===== src/rtl/lap_pkg.sv =====
// Shared types and constants for the Laplacian window scheduler.
// Tap indices follow the row-major window layout: byte k of win_o is tap k.
package lap_pkg;

    typedef enum logic [2:0] {
        ST_IDLE    = 3'd0,
        ST_ACCEPT  = 3'd1,
        ST_ISSUE   = 3'd2,
        ST_CAPTURE = 3'd3,
        ST_DONE    = 3'd4
    } lap_state_e;

    localparam int PIX_W    = 8;
    localparam int WIN_TAPS = 9;
    localparam int RES_W    = 9;

    localparam int TAP_TL = 0;
    localparam int TAP_TC = 1;
    localparam int TAP_TR = 2;
    localparam int TAP_ML = 3;
    localparam int CENTRE = 4;
    localparam int TAP_MR = 5;
    localparam int TAP_BL = 6;
    localparam int TAP_BC = 7;
    localparam int TAP_BR = 8;

endpackage


===== src/rtl/lap_line_buf.sv =====
// One image line of pixel storage, single port, combinational read.
// A read and a write to the same address in one cycle returns the old value.
module lap_line_buf
    import lap_pkg::*;
#(
    parameter int DEPTH = 64,
    localparam int AW = $clog2(DEPTH)
) (
    input  logic             clk_i,
    input  logic             we_i,
    input  logic [AW-1:0]    addr_i,
    input  logic [PIX_W-1:0] wdata_i,
    output logic [PIX_W-1:0] rdata_o
);

    // Contents are deliberately not reset: rows are always refilled before use.
    logic [PIX_W-1:0] mem_q [DEPTH];

    assign rdata_o = mem_q[addr_i];

    always_ff @(posedge clk_i) begin
        if (we_i) begin
            mem_q[addr_i] <= wdata_i;
        end
    end

endmodule


===== src/rtl/lap_window_sched.sv =====
// Raster-scan scheduler feeding 3x3 windows to the Laplacian filter datapath.
// Define LAPLACE_CLAMP_EN to clamp negative filter results to 0 instead of wrapping.
//
// Pixel handshake: a pixel transfers on a rising clk_i edge where pix_ready_o
// and pix_valid_i are both high; pix_ready_o is high only in ACCEPT and does not
// depend on pix_valid_i, so the source may stall or hold valid freely.
module lap_window_sched
    import lap_pkg::*;
#(
    parameter int IMG_W    = 64,
    parameter int IMG_H    = 64,
    parameter int FILT_LAT = 16
) (
    input  logic                         clk_i,
    input  logic                         rst_i,
    input  logic                         start_i,
    input  logic                         pix_valid_i,
    input  logic [PIX_W-1:0]             pix_i,
    output logic                         pix_ready_o,
    output logic [WIN_TAPS*PIX_W-1:0]    win_o,
    output logic                         win_en_o,
    input  logic [RES_W-1:0]             filt_data_i,
    output logic                         res_valid_o,
    output logic [PIX_W-1:0]             res_o,
    output logic                         busy_o,
    output logic                         done_o,
    output lap_state_e                   dbg_state_o
);

    localparam int CW = $clog2(IMG_W);
    localparam int RW = $clog2(IMG_H);
    localparam int LW = $clog2(FILT_LAT + 1);

    lap_state_e                      state_q, state_d;
    logic [CW-1:0]                   col_q, col_d;
    logic [RW-1:0]                   row_q, row_d;
    logic [LW-1:0]                   lat_q, lat_d;
    logic                            last_q, last_d;
    logic [WIN_TAPS-1:0][PIX_W-1:0]  win_q, win_d;
    logic [PIX_W-1:0]                res_q, res_d;
    logic                            res_valid_q, res_valid_d;
    logic [PIX_W-1:0]                res_map;
    logic [PIX_W-1:0]                lb0_rd, lb1_rd;
    logic                            accept, col_last, row_last, win_ready;

    assign accept    = (state_q == ST_ACCEPT) && pix_valid_i;
    assign col_last  = (col_q == CW'(IMG_W - 1));
    assign row_last  = (row_q == RW'(IMG_H - 1));
    assign win_ready = (row_q >= RW'(2)) && (col_q >= CW'(2));

    // lb0 holds the previous row, lb1 the row before that.
    lap_line_buf #(.DEPTH(IMG_W)) u_lb0 (
        .clk_i   (clk_i),
        .we_i    (accept),
        .addr_i  (col_q),
        .wdata_i (pix_i),
        .rdata_o (lb0_rd)
    );

    lap_line_buf #(.DEPTH(IMG_W)) u_lb1 (
        .clk_i   (clk_i),
        .we_i    (accept),
        .addr_i  (col_q),
        .wdata_i (lb0_rd),
        .rdata_o (lb1_rd)
    );

`ifdef LAPLACE_CLAMP_EN
    assign res_map = filt_data_i[RES_W-1] ? '0 : filt_data_i[PIX_W-1:0];
`else
    logic unused_sign;
    assign unused_sign = filt_data_i[RES_W-1];
    assign res_map     = filt_data_i[PIX_W-1:0];
`endif

    always_ff @(posedge clk_i) begin
        if (rst_i) begin
            state_q <= ST_IDLE;
        end else begin
            state_q <= state_d;
        end
    end

    always_comb begin
        state_d = state_q;
        unique case (state_q)
            ST_IDLE:    if (start_i) state_d = ST_ACCEPT;
            ST_ACCEPT:  if (accept && win_ready) state_d = ST_ISSUE;
            ST_ISSUE:   if (lat_q == '0) state_d = ST_CAPTURE;
            ST_CAPTURE: state_d = last_q ? ST_DONE : ST_ACCEPT;
            ST_DONE:    state_d = ST_IDLE;
            default:    state_d = ST_IDLE;
        endcase
    end

    always_comb begin
        pix_ready_o = (state_q == ST_ACCEPT);
        win_en_o    = (state_q == ST_ISSUE);
        busy_o      = (state_q != ST_IDLE);
        done_o      = (state_q == ST_DONE);
        win_o       = win_q;
        res_o       = res_q;
        res_valid_o = res_valid_q;
        dbg_state_o = state_q;
    end

    always_comb begin
        col_d       = col_q;
        row_d       = row_q;
        lat_d       = lat_q;
        last_d      = last_q;
        win_d       = win_q;
        res_d       = res_q;
        res_valid_d = 1'b0;
        if ((state_q == ST_IDLE) && start_i) begin
            col_d = '0;
            row_d = '0;
        end
        if (accept) begin
            win_d[TAP_TL] = win_q[TAP_TC];
            win_d[TAP_TC] = win_q[TAP_TR];
            win_d[TAP_TR] = lb1_rd;
            win_d[TAP_ML] = win_q[CENTRE];
            win_d[CENTRE] = win_q[TAP_MR];
            win_d[TAP_MR] = lb0_rd;
            win_d[TAP_BL] = win_q[TAP_BC];
            win_d[TAP_BC] = win_q[TAP_BR];
            win_d[TAP_BR] = pix_i;
            col_d  = col_last ? '0 : col_q + 1'b1;
            if (col_last) begin
                row_d = row_last ? '0 : row_q + 1'b1;
            end
            last_d = col_last && row_last;
            lat_d  = LW'(FILT_LAT - 1);
        end
        if ((state_q == ST_ISSUE) && (lat_q != '0)) begin
            lat_d = lat_q - 1'b1;
        end
        if (state_q == ST_CAPTURE) begin
            res_d       = res_map;
            res_valid_d = 1'b1;
        end
    end

    always_ff @(posedge clk_i) begin
        if (rst_i) begin
            col_q       <= '0;
            row_q       <= '0;
            lat_q       <= '0;
            last_q      <= 1'b0;
            win_q       <= '0;
            res_q       <= '0;
            res_valid_q <= 1'b0;
        end else begin
            col_q       <= col_d;
            row_q       <= row_d;
            lat_q       <= lat_d;
            last_q      <= last_d;
            win_q       <= win_d;
            res_q       <= res_d;
            res_valid_q <= res_valid_d;
        end
    end

endmodule


===== config.mk =====
export PLATFORM = sky130hd
export DESIGN_NAME = lap_window_sched
export DESIGN_NICKNAME = d
export VERILOG_FILES = /design/src/rtl/lap_pkg.sv /design/src/rtl/lap_line_buf.sv /design/src/rtl/lap_window_sched.sv
export SDC_FILE = /design/constraint.sdc
export NUM_CORES = 1
export LEC_CHECK = 0
export CELL_PAD_IN_SITES_DETAIL_PLACEMENT = 0
export CELL_PAD_IN_SITES_GLOBAL_PLACEMENT = 1
export CORE_UTILIZATION = 30
export DETAILED_ROUTE_END_ITERATION = 8
export PLACE_DENSITY = 0.51
export SLEW_MARGIN = 20
export SYNTH_ARGS = -nofsm -noshare
export SYNTH_HDL_FRONTEND = slang
export SYNTH_SLANG_ARGS = --single-unit

===== constraint.sdc =====
create_clock -name clk_i -period 6.3 [get_ports clk_i]
set_input_delay 1.89 -clock clk_i [delete_from_list [all_inputs] [get_ports clk_i]]
set_output_delay 1.89 -clock clk_i [all_outputs]
set_load 0.01 [all_outputs]

==> report_table.html, run 1 <==
<table>
<tr><th>Metric</th><th>Value</th></tr>
<tr><th colspan="2">Run status</th></tr>
<tr><td>Run status</td><td>finished clean</td></tr>
<tr><th colspan="2">Timing</th></tr>
<tr><td># setup viols final</td><td>0</td></tr>
<tr><td>Part of the cycle the worst path needs</td><td>70.1%</td></tr>
<tr><td>Final period demand of the worst path</td><td>4.42 ns</td></tr>
<tr><td>RSZ-0062 raised after global routing</td><td>false</td></tr>
<tr><td>Endpoints failing hold</td><td>0</td></tr>
<tr><td>Post-Route Hold Slack</td><td>0.452 ns</td></tr>
<tr><td>Sum of negative setup slack</td><td>0 ns</td></tr>
<tr><td>Worst Tran Pin Value</td><td>1.23 ns</td></tr>
<tr><td>Max-slew headroom</td><td>16.1%</td></tr>
<tr><td>Count of pins over their slew limit</td><td>0</td></tr>
<tr><td>Highest achievable clock rate</td><td>226 MHz</td></tr>
<tr><td>Worst-case clock skew</td><td>0.0270 ns</td></tr>
<tr><th colspan="2">Global route</th></tr>
<tr><td>Global Route met1 Usage</td><td>24.1%</td></tr>
<tr><td>First-pass GRT wire length</td><td>178 mm</td></tr>
<tr><td>Met2 track utilization from global routing</td><td>26.6%</td></tr>
<tr><td>Met3 GRT Util</td><td>2.76%</td></tr>
<tr><td>Global route overflow</td><td>0</td></tr>
<tr><td>Total global routing track utilization</td><td>16.9%</td></tr>
<tr><td>Antenna violations before repair</td><td>6</td></tr>
<tr><td>Vias in the first global route</td><td>23.9k</td></tr>
<tr><td>Global-route layer with the greatest usage</td><td>met2</td></tr>
<tr><td>Pin count of the biggest net entering global routing</td><td>81</td></tr>
<tr><th colspan="2">Worst setup path</th></tr>
<tr><td>Longest individual stage delay on the worst path</td><td>0.93 ns</td></tr>
<tr><td>Worst reg-to-reg setup slack</td><td>1.88 ns</td></tr>
<tr><td>Cell breakdown of the critical path</td><td>buf_4 -&gt; mux4_2 -&gt; nor2b_1 -&gt; a211oi_1 -&gt; or3_1 -&gt; nand2_2 -&gt; buf_4</td></tr>
<tr><td>Startpoint class of the critical path</td><td>flip-flop</td></tr>
<tr><td>Length in cells of the worst reg-to-reg path</td><td>7</td></tr>
<tr><td>Largest fanout on the critical path</td><td>48</td></tr>
<tr><td>Terminus of the critical flop-to-flop path</td><td>u_lb1.mem_q[63][4]$_DFFE_PP_</td></tr>
<tr><td>Cell occurring most often along the worst timing path</td><td>buf_4</td></tr>
<tr><td>Critical Path RT</td><td>6.66 ns</td></tr>
<tr><td>Critical Path Sink Type</td><td>flip-flop</td></tr>
<tr><td>Arrival @ worst endpoint</td><td>4.78 ns</td></tr>
<tr><td>Crit-path slowest cell</td><td>dfxtp_4</td></tr>
<tr><td>Kind of critical path</td><td>flip-flop to flip-flop</td></tr>
<tr><th colspan="2">Synthesis</th></tr>
<tr><td>Post-Syn Area per Cell</td><td>17.8 um2</td></tr>
<tr><td>Post-synth cell types</td><td>66</td></tr>
<tr><td>Count of yosys warnings during synthesis</td><td>0</td></tr>
<tr><td>Cell taking the most area after synthesis</td><td>edfxtp_1</td></tr>
<tr><td>Largest cells by area after synthesis</td><td>edfxtp_1 (70%), mux4_2 (7.1%), dfxtp_1 (4.9%)</td></tr>
<tr><td>Primary FF master, synth</td><td>edfxtp_1</td></tr>
<tr><td>Post-Syn Nets</td><td>2493</td></tr>
<tr><td>Summed instance area of the synthesized netlist</td><td>43800 um2</td></tr>
<tr><td>Number of instances in the synthesized netlist</td><td>2466</td></tr>
<tr><td>Number of enable-type register cells in the synthesized netlist</td><td>1024</td></tr>
<tr><td>Register area share after synthesis</td><td>75.2%</td></tr>
<tr><td>Area share of the largest cell type after synthesis</td><td>70.2%</td></tr>
<tr><td>Fraction of registers with async set/reset</td><td>0%</td></tr>
<tr><td>Yosys reg bits</td><td>1132</td></tr>
<tr><th colspan="2">CTS</th></tr>
<tr><td>CTS Sinks</td><td>1132</td></tr>
<tr><td>Post-CTS resize count</td><td>0</td></tr>
<tr><td>Hold-fix buffer count after cts</td><td>0</td></tr>
<tr><td>Number of buffers inserted by post-CTS setup repair</td><td>0</td></tr>
<tr><td>Worst-case clock buffer depth</td><td>3</td></tr>
<tr><td>Number of buffers added by the clock tree synthesis step</td><td>116</td></tr>
<tr><td>Source-to-sink clock delay at the later pin of the worst-skew pair</td><td>0.72 ns</td></tr>
<tr><td>Clock transition time at the flip-flop clock pins of the worst setup and hold paths</td><td>0.06 ns</td></tr>
<tr><td>Clock tree from TritonCTS</td><td>yes</td></tr>
<tr><td>Max H-tree Level</td><td>3</td></tr>
<tr><td>Cell at the root of the clock tree</td><td>clkbuf_16</td></tr>
<tr><th colspan="2">Power</th></tr>
<tr><td>Power per standard cell area</td><td>305 nW/um2</td></tr>
<tr><td>Leak</td><td>0.0157 uW</td></tr>
<tr><td>Max VDD drop</td><td>0.214 mV</td></tr>
<tr><td>Design Power</td><td>15600 uW</td></tr>
<tr><th colspan="2">Die</th></tr>
<tr><td>Overall die area</td><td>147000 um2</td></tr>
<tr><td>Number of rows created at floorplan</td><td>139</td></tr>
<tr><td>Width of the die</td><td>384 um</td></tr>
<tr><td>Top-Level Pins</td><td>109</td></tr>
<tr><td>Die extent in y</td><td>384 um</td></tr>
<tr><td>Core footprint</td><td>144000 um2</td></tr>
<tr><td>Effective utilization at floorplan</td><td>30.4%</td></tr>
<tr><th colspan="2">Routing</th></tr>
<tr><td>Detailed Route WL</td><td>126 mm</td></tr>
<tr><td>Post-detailed-route count of antenna-violating nets</td><td>0</td></tr>
<tr><td>Post-detailed-route DRC marker count</td><td>0</td></tr>
<tr><td>Number of violations reported at the end of detailed-routing iteration 0</td><td>2155</td></tr>
<tr><td>Vias after detailed routing</td><td>23.8k</td></tr>
<tr><td>Routed via count divided by cell count</td><td>5.11</td></tr>
<tr><td>Number of search-and-repair iterations in the first detailed-routing pass</td><td>5</td></tr>
<tr><td>Mean routed wirelength per cell</td><td>27.0 um</td></tr>
<tr><th colspan="2">Min path</th></tr>
<tr><td>Path category of the worst min-delay check</td><td>flip-flop to flip-flop</td></tr>
<tr><td>Cell depth of the worst hold path</td><td>2</td></tr>
<tr><td>End point of the worst hold path</td><td>win_o[53]$_SDFFE_PP0P_</td></tr>
<tr><td>Launch point of the worst hold path</td><td>win_o[53]$_SDFFE_PP0P_</td></tr>
<tr><th colspan="2">Cells and area</th></tr>
<tr><td>Final net count</td><td>2681</td></tr>
<tr><td>Area added between synthesis and finish</td><td>16.9%</td></tr>
<tr><td>Layout filler cell count</td><td>13.5k</td></tr>
<tr><td>Layout cells sized above 1</td><td>18.9%</td></tr>
<tr><th colspan="2">Placement</th></tr>
<tr><td>Estimated wirelength of the detail-placed design</td><td>76.2 mm</td></tr>
<tr><td>Number of buffer cells added on primary ports</td><td>107</td></tr>
<tr><td>Global placement routability congestion</td><td>0.826</td></tr>
<tr><th colspan="2">Job</th></tr>
<tr><td>Max-cap viol count</td><td>0</td></tr>
</table>
==> cells in the mapped netlist (11+ instances only) <==
library cell / number
buf_1: 20
and2_1: 13
nor3_1: 13
nor2_1: 140
a31oi_1: 29
clkbuf_1: 69
a21oi_1: 109
nor2b_1: 23
a211oi_1: 25
a22o_1: 15
a22oi_1: 51
dfxtp_1: 108
o21ai_0: 30
mux2i_1: 137
nand3_1: 23
nand2_1: 175
edfxtp_1: 1024
a221oi_1: 45
mux4_1: 11
o22ai_1: 19
mux2_2: 48
mux4_2: 139
buf_4: 11
buf_2: 48
==> stage by stage <==
stage	instance area (um2)	util [%]	cells	setup slack (ns)
finish	51200	35.5	4655	1.88
global route	51200	35.5	4655	1.67
CTS	51200	35.5	4654	1.78
detailed placement	47400	32.9	4439	1.45
global placement	47400	32.9	4439	1.46
floorplan	43800	-	2466	2.25
==> final cells by class <==
cell class | count | area [um2] | share of cell area, %
clock buffer | 147 | 3140 | 6.14
tap | 1903 | 2380 | 4.65
inverter | 11 | 41.3 | 0.0807
clock inverter | 68 | 616 | 1.20
multi-input combinational | 1166 | 10100 | 19.7
antenna | 1 | 2.50 | 0.00489
timing repair buffer | 227 | 1990 | 3.89
sequential | 1132 | 32900 | 64.3
==> worst max path at each step <==
stage | to | slack (ns)
after detailed placement | u_lb1.mem_q[36][4]$_DFFE_PP_ | 1.45
after CTS | u_lb1.mem_q[12][2]$_DFFE_PP_ | 1.78
after floorplan | u_lb0.mem_q[17][0]$_DFFE_PP_ | 2.25
after global placement | u_lb1.mem_q[36][4]$_DFFE_PP_ | 1.46
after global routing | u_lb1.mem_q[5][5]$_DFFE_PP_ | 1.67
final | u_lb1.mem_q[63][4]$_DFFE_PP_ | 1.88
==> sequential cells by signal, indices dropped and copies added (netlist names), named ones only <==
signal and cells:
win_o 72, row_q 6, dbg_state_o 3, col_q 6, lat_q 5, res_valid_o 1
u_lb0.mem_q 512, last_q 1, u_lb1.mem_q 512, res_o 8
==> cell families (layout without fill, tap and decap cells) <==
logic type      count (synthesis)  count (layout)  synth area share, %
compound gates                391             391                 6.23
xor+xnor                        2               2               0.0400
fa+ha+maj                       6               6                0.171
buf+inv                       168             453                 1.89
flops                        1132            1132                 75.2
mux                           335             335                 12.2
other cells                     0               1                    0
simple gates                  432             432                 4.33
==> power by group <==
group          switching [uW]  internal (uW)
registers                41.0           8230
logic                     356            150
clock network            2870           3960
total                    3270          12300
==> layer usage <==
layer,routed length [um],part of all wire (%),vias to the layer above
met5,41,0.033,-
met4,2720,2.2,6
met3,7130,5.7,171
met2,58200,46,760
met1,57600,46,12593
li1,-,-,10268
==> cell usage in the layout (no fill, tap or decap), types with 23 or more instances in the layout <==
cell / Yosys / layout
mux2_2: 48 / 48
clkdlybuf4s50_1: 0 / 98
mux2i_1: 137 / 137
a22oi_1: 51 / 51
a31oi_1: 29 / 29
clkinv_1: 2 / 29
buf_4: 11 / 116
mux4_2: 139 / 139
clkbuf_16: 0 / 120
dfxtp_1: 108 / 102
a221oi_1: 45 / 45
a21oi_1: 109 / 109
nor2_1: 140 / 135
o21ai_0: 30 / 30
nand2_1: 175 / 168
a211oi_1: 25 / 25
nand3_1: 23 / 23
edfxtp_1: 1024 / 1024
==> critical path, delay by kind of cell, from the launching register on <==
| kind | cells | cell delay (ns) |
|---|---|---|
| compound gates | 1 | 0.79 |
| flops | 1 | 0.93 |
| buf+inv | 2 | 0.84 |
| simple gates | 3 | 0.84 |
| mux | 1 | 0.54 |
No activity file was read; power rests on OpenSTA's default activity.
==> run 2, diff against run 1 <==
--- a/config.mk
+++ b/config.mk
@@ -9,7 +9,7 @@
 export CELL_PAD_IN_SITES_GLOBAL_PLACEMENT = 1
 export CORE_UTILIZATION = 30
 export DETAILED_ROUTE_END_ITERATION = 8
-export PLACE_DENSITY = 0.51
+export PLACE_DENSITY = 0.53
 export SLEW_MARGIN = 20
 export SYNTH_ARGS = -nofsm -noshare
 export SYNTH_HDL_FRONTEND = slang
==> constraint.sdc (replaced) <==
create_clock -name clk_i -period 3.7 [get_ports clk_i]
set_input_delay 1.11 -clock clk_i [delete_from_list [all_inputs] [get_ports clk_i]]
set_output_delay 1.11 -clock clk_i [all_outputs]
set_load 0.01 [all_outputs]
==> run 2 against run 1 <==
- utilization rose by 1.1 points
- cell count rose by 2.7%
- sequential power rose by 70%
- clock skew rose by 0.0054 ns
- first-iteration DRC count rose by 7.2%
- worst hold slack improved by 0.0021 ns
- combinational power rose by 94%
- sequential share of layout area fell by 2.0 points
- wire length rose by 2.0%
- largest power group unchanged
- count of clock-buffer cells in the layout fell by 5
- global-route usage rose by 0.43 points
==> report_table.html, run 2 (same netlist as run 1, synthesis figures left out) <==
<table>
<tr><th>Metric</th><th>Value</th></tr>
<tr><th colspan="2">Timing</th></tr>
<tr><td>RSZ-0062 raised after global routing</td><td>false</td></tr>
<tr><td>Part of the cycle the worst path needs</td><td>97.7%</td></tr>
<tr><td>Post-Route Hold Slack</td><td>0.454 ns</td></tr>
<tr><td>Worst Tran Pin Value</td><td>1.34 ns</td></tr>
<tr><td>Endpoints failing hold</td><td>0</td></tr>
<tr><td>Count of pins over their slew limit</td><td>0</td></tr>
<tr><td>Sum of negative setup slack</td><td>0 ns</td></tr>
<tr><td>Worst-case clock skew</td><td>0.0324 ns</td></tr>
<tr><td>Max-slew headroom</td><td>8.23%</td></tr>
<tr><td># setup viols final</td><td>0</td></tr>
<tr><td>Highest achievable clock rate</td><td>277 MHz</td></tr>
<tr><td>Final period demand of the worst path</td><td>3.62 ns</td></tr>
<tr><th colspan="2">Power</th></tr>
<tr><td>Power per standard cell area</td><td>499 nW/um2</td></tr>
<tr><td>Switching portion of total power</td><td>21.2%</td></tr>
<tr><td>Cell-internal power</td><td>20800 uW</td></tr>
<tr><td>Max VDD drop</td><td>0.351 mV</td></tr>
<tr><td>Leak</td><td>0.0164 uW</td></tr>
<tr><td>Share of power burned in registers</td><td>53.4%</td></tr>
<tr><td>Clock group share of total power</td><td>42.9%</td></tr>
<tr><td>Gate power share</td><td>3.7%</td></tr>
<tr><td>Switching component of the power</td><td>5590 uW</td></tr>
<tr><th colspan="2">Worst setup path</th></tr>
<tr><td>Kind of critical path</td><td>flip-flop to flip-flop</td></tr>
<tr><td>Length in cells of the worst reg-to-reg path</td><td>6</td></tr>
<tr><td>Worst reg-to-reg setup slack</td><td>0.08 ns</td></tr>
<tr><td>Critical Path Sink Type</td><td>flip-flop</td></tr>
<tr><td>Largest fanout on the critical path</td><td>40</td></tr>
<tr><td>Arrival @ worst endpoint</td><td>4.18 ns</td></tr>
<tr><td>Reg2Reg Launch Point</td><td>col_q[1]$_SDFFE_PP0N_</td></tr>
<tr><td>Worst setup endpoint</td><td>win_o[19]$_SDFFE_PP0P_</td></tr>
<tr><td>Critical Path RT</td><td>4.27 ns</td></tr>
<tr><td>Startpoint class of the critical path</td><td>flip-flop</td></tr>
<tr><td>Terminus of the critical flop-to-flop path</td><td>win_o[19]$_SDFFE_PP0P_</td></tr>
<tr><td>Crit path launch</td><td>col_q[1]$_SDFFE_PP0N_</td></tr>
<tr><th colspan="2">Global route</th></tr>
<tr><td>First-pass GRT wire length</td><td>182 mm</td></tr>
<tr><td>Pin count of the biggest net entering global routing</td><td>69</td></tr>
<tr><td>Vias in the first global route</td><td>24.6k</td></tr>
<tr><td>Global route overflow</td><td>0</td></tr>
<tr><td>Total global routing track utilization</td><td>17.3%</td></tr>
<tr><td>Antenna violations before repair</td><td>3</td></tr>
<tr><th colspan="2">Routing</th></tr>
<tr><td>Post-detailed-route count of antenna-violating nets</td><td>0</td></tr>
<tr><td>Number of search-and-repair iterations in the first detailed-routing pass</td><td>5</td></tr>
<tr><td>Number of violations reported at the end of detailed-routing iteration 0</td><td>2311</td></tr>
<tr><td>Mean routed wirelength per cell</td><td>26.8 um</td></tr>
<tr><td>Post-detailed-route DRC marker count</td><td>0</td></tr>
<tr><td>Detailed Route WL</td><td>128 mm</td></tr>
<tr><td>Routed via count divided by cell count</td><td>5.06</td></tr>
<tr><td>Vias after detailed routing</td><td>24.2k</td></tr>
<tr><th colspan="2">CTS</th></tr>
<tr><td>Max H-tree Level</td><td>3</td></tr>
<tr><td>Worst-case clock buffer depth</td><td>3</td></tr>
<tr><td>Clock tree from TritonCTS</td><td>yes</td></tr>
<tr><td>CTS Sinks</td><td>1132</td></tr>
<tr><td>Number of buffers added by the clock tree synthesis step</td><td>117</td></tr>
<tr><td>Hold-fix buffer count after cts</td><td>0</td></tr>
<tr><td>Source-to-sink clock delay at the later pin of the worst-skew pair</td><td>0.74 ns</td></tr>
<tr><td>Number of buffers inserted by post-CTS setup repair</td><td>0</td></tr>
<tr><td>Clock transition time at the flip-flop clock pins of the worst setup and hold paths</td><td>0.07 ns</td></tr>
<tr><td>Post-CTS resize count</td><td>0</td></tr>
<tr><td>Cell at the root of the clock tree</td><td>clkbuf_16</td></tr>
<tr><th colspan="2">Cells and area</th></tr>
<tr><td>Layout filler cell count</td><td>13.4k</td></tr>
<tr><td>Most common cell after layout, fill and taps aside</td><td>edfxtp_1</td></tr>
<tr><td>Most frequent cells in the layout</td><td>edfxtp_1 (1024), buf_4 (171), nand2_1 (168)</td></tr>
<tr><td>Count of non-filler cells in the finished layout</td><td>4781</td></tr>
<tr><td>Layout cells sized above 1</td><td>21.7%</td></tr>
<tr><td>Area added between synthesis and finish</td><td>20.6%</td></tr>
<tr><td>Final net count</td><td>2803</td></tr>
<tr><th colspan="2">Placement</th></tr>
<tr><td>Global placement routability congestion</td><td>0.857</td></tr>
<tr><td>Number of buffer cells added on primary ports</td><td>107</td></tr>
<tr><td>Estimated wirelength of the detail-placed design</td><td>83.0 mm</td></tr>
<tr><td>Placed insts</td><td>4560</td></tr>
<tr><th colspan="2">Die</th></tr>
<tr><td>Top-Level Pins</td><td>109</td></tr>
<tr><td>Core footprint</td><td>144000 um2</td></tr>
<tr><td>Width of the die</td><td>384 um</td></tr>
<tr><td>Die extent in y</td><td>384 um</td></tr>
<tr><td>Effective utilization at floorplan</td><td>30.4%</td></tr>
<tr><td>Number of rows created at floorplan</td><td>139</td></tr>
<tr><td>Overall die area</td><td>147000 um2</td></tr>
<tr><th colspan="2">Run status</th></tr>
<tr><td>Run status</td><td>finished clean</td></tr>
<tr><th colspan="2">Job</th></tr>
<tr><td>Max-cap viol count</td><td>0</td></tr>
<tr><th colspan="2">Min path</th></tr>
<tr><td>Path category of the worst min-delay check</td><td>flip-flop to flip-flop</td></tr>
</table>
run 2: cell count changes in the layout (fill, tap and decap cells not counted), sizes merged, moves of 3 or more:
cell and delta:
clkinvlp -5, bufinv -3, buf +121, clkbuf -5
clkinv +16
run 2: layer usage:
layer	GRT usage (%)	wire (um)
met1	24.1	57300
met4	5.05	3070
met2	27.4	59600
met5	0	15
met3	3.31	8200
run 2: worst min path at each step:
stage,startpoint,to,depth (start not counted)
final,win_o[52]$_SDFFE_PP0P_,win_o[52]$_SDFFE_PP0P_,2
after global routing,win_o[55]$_SDFFE_PP0P_,win_o[55]$_SDFFE_PP0P_,2
after CTS,win_o[28]$_SDFFE_PP0P_,win_o[28]$_SDFFE_PP0P_,2
after detailed placement,win_o[28]$_SDFFE_PP0P_,win_o[28]$_SDFFE_PP0P_,2
after global placement,win_o[48]$_SDFFE_PP0P_,win_o[48]$_SDFFE_PP0P_,2
after floorplan,lat_q[4]$_SDFFE_PP0P_,lat_q[4]$_SDFFE_PP0P_,1
run 2: cell type report:
class	count	area (um2)	share of cell area, %
diodes	2	5.00	0.00948
repair buffers	348	3730	7.06
well taps	1903	2380	4.51
clock buffers	142	3060	5.80
flip-flops and latches	1132	32900	62.4
multi-input cells	1166	10100	19.1
clock inverters	77	586	1.11
inverters	11	41.3	0.0782
run 2: power by group through the flow:
stage	Sequential [uW]	Clock, uW	Combinational, uW
final	14100	11300	979
after detailed placement	14300	0	992
after global placement	14300	0	968
after CTS	14100	11600	994
after global routing	14100	12100	1040
after floorplan	14300	0	431
run 2: critical path, cell delays in order, from the launching register on:
cell and delay [ns]:
dfxtp_4 0.91, inv_1 0.48, buf_4 0.37, a221oi_1 0.25
nor3_1 0.08, a2111oi_0 1.14, a31oi_1 0.18
run 2: through the flow:
stage / worst slack, ns / util, % / cell area (um2) / power (uW)
2_1_floorplan: 0.434 / - / 43800 / 14700
3_3_place_gp: 0.0353 / 34.1 / 49200 / 15300
3_5_place_dp: 0.0232 / 34.1 / 49200 / 15300
4_1_cts: 0.245 / 36.6 / 52800 / 26700
5_1_grt: 0.0608 / 36.6 / 52800 / 27200
6_report: 0.0834 / 36.6 / 52800 / 26300
==> run 3, diff against run 2 <==
--- a/config.mk
+++ b/config.mk
@@ -9,6 +9,7 @@
 export CELL_PAD_IN_SITES_GLOBAL_PLACEMENT = 1
 export CORE_UTILIZATION = 30
 export DETAILED_ROUTE_END_ITERATION = 8
+export GPL_ROUTABILITY_DRIVEN = 0
 export PLACE_DENSITY = 0.53
 export SLEW_MARGIN = 20
 export SYNTH_ARGS = -nofsm -noshare
==> results of run 3 <==
The final DEF is identical to that of run 2; final timing and power are the same.
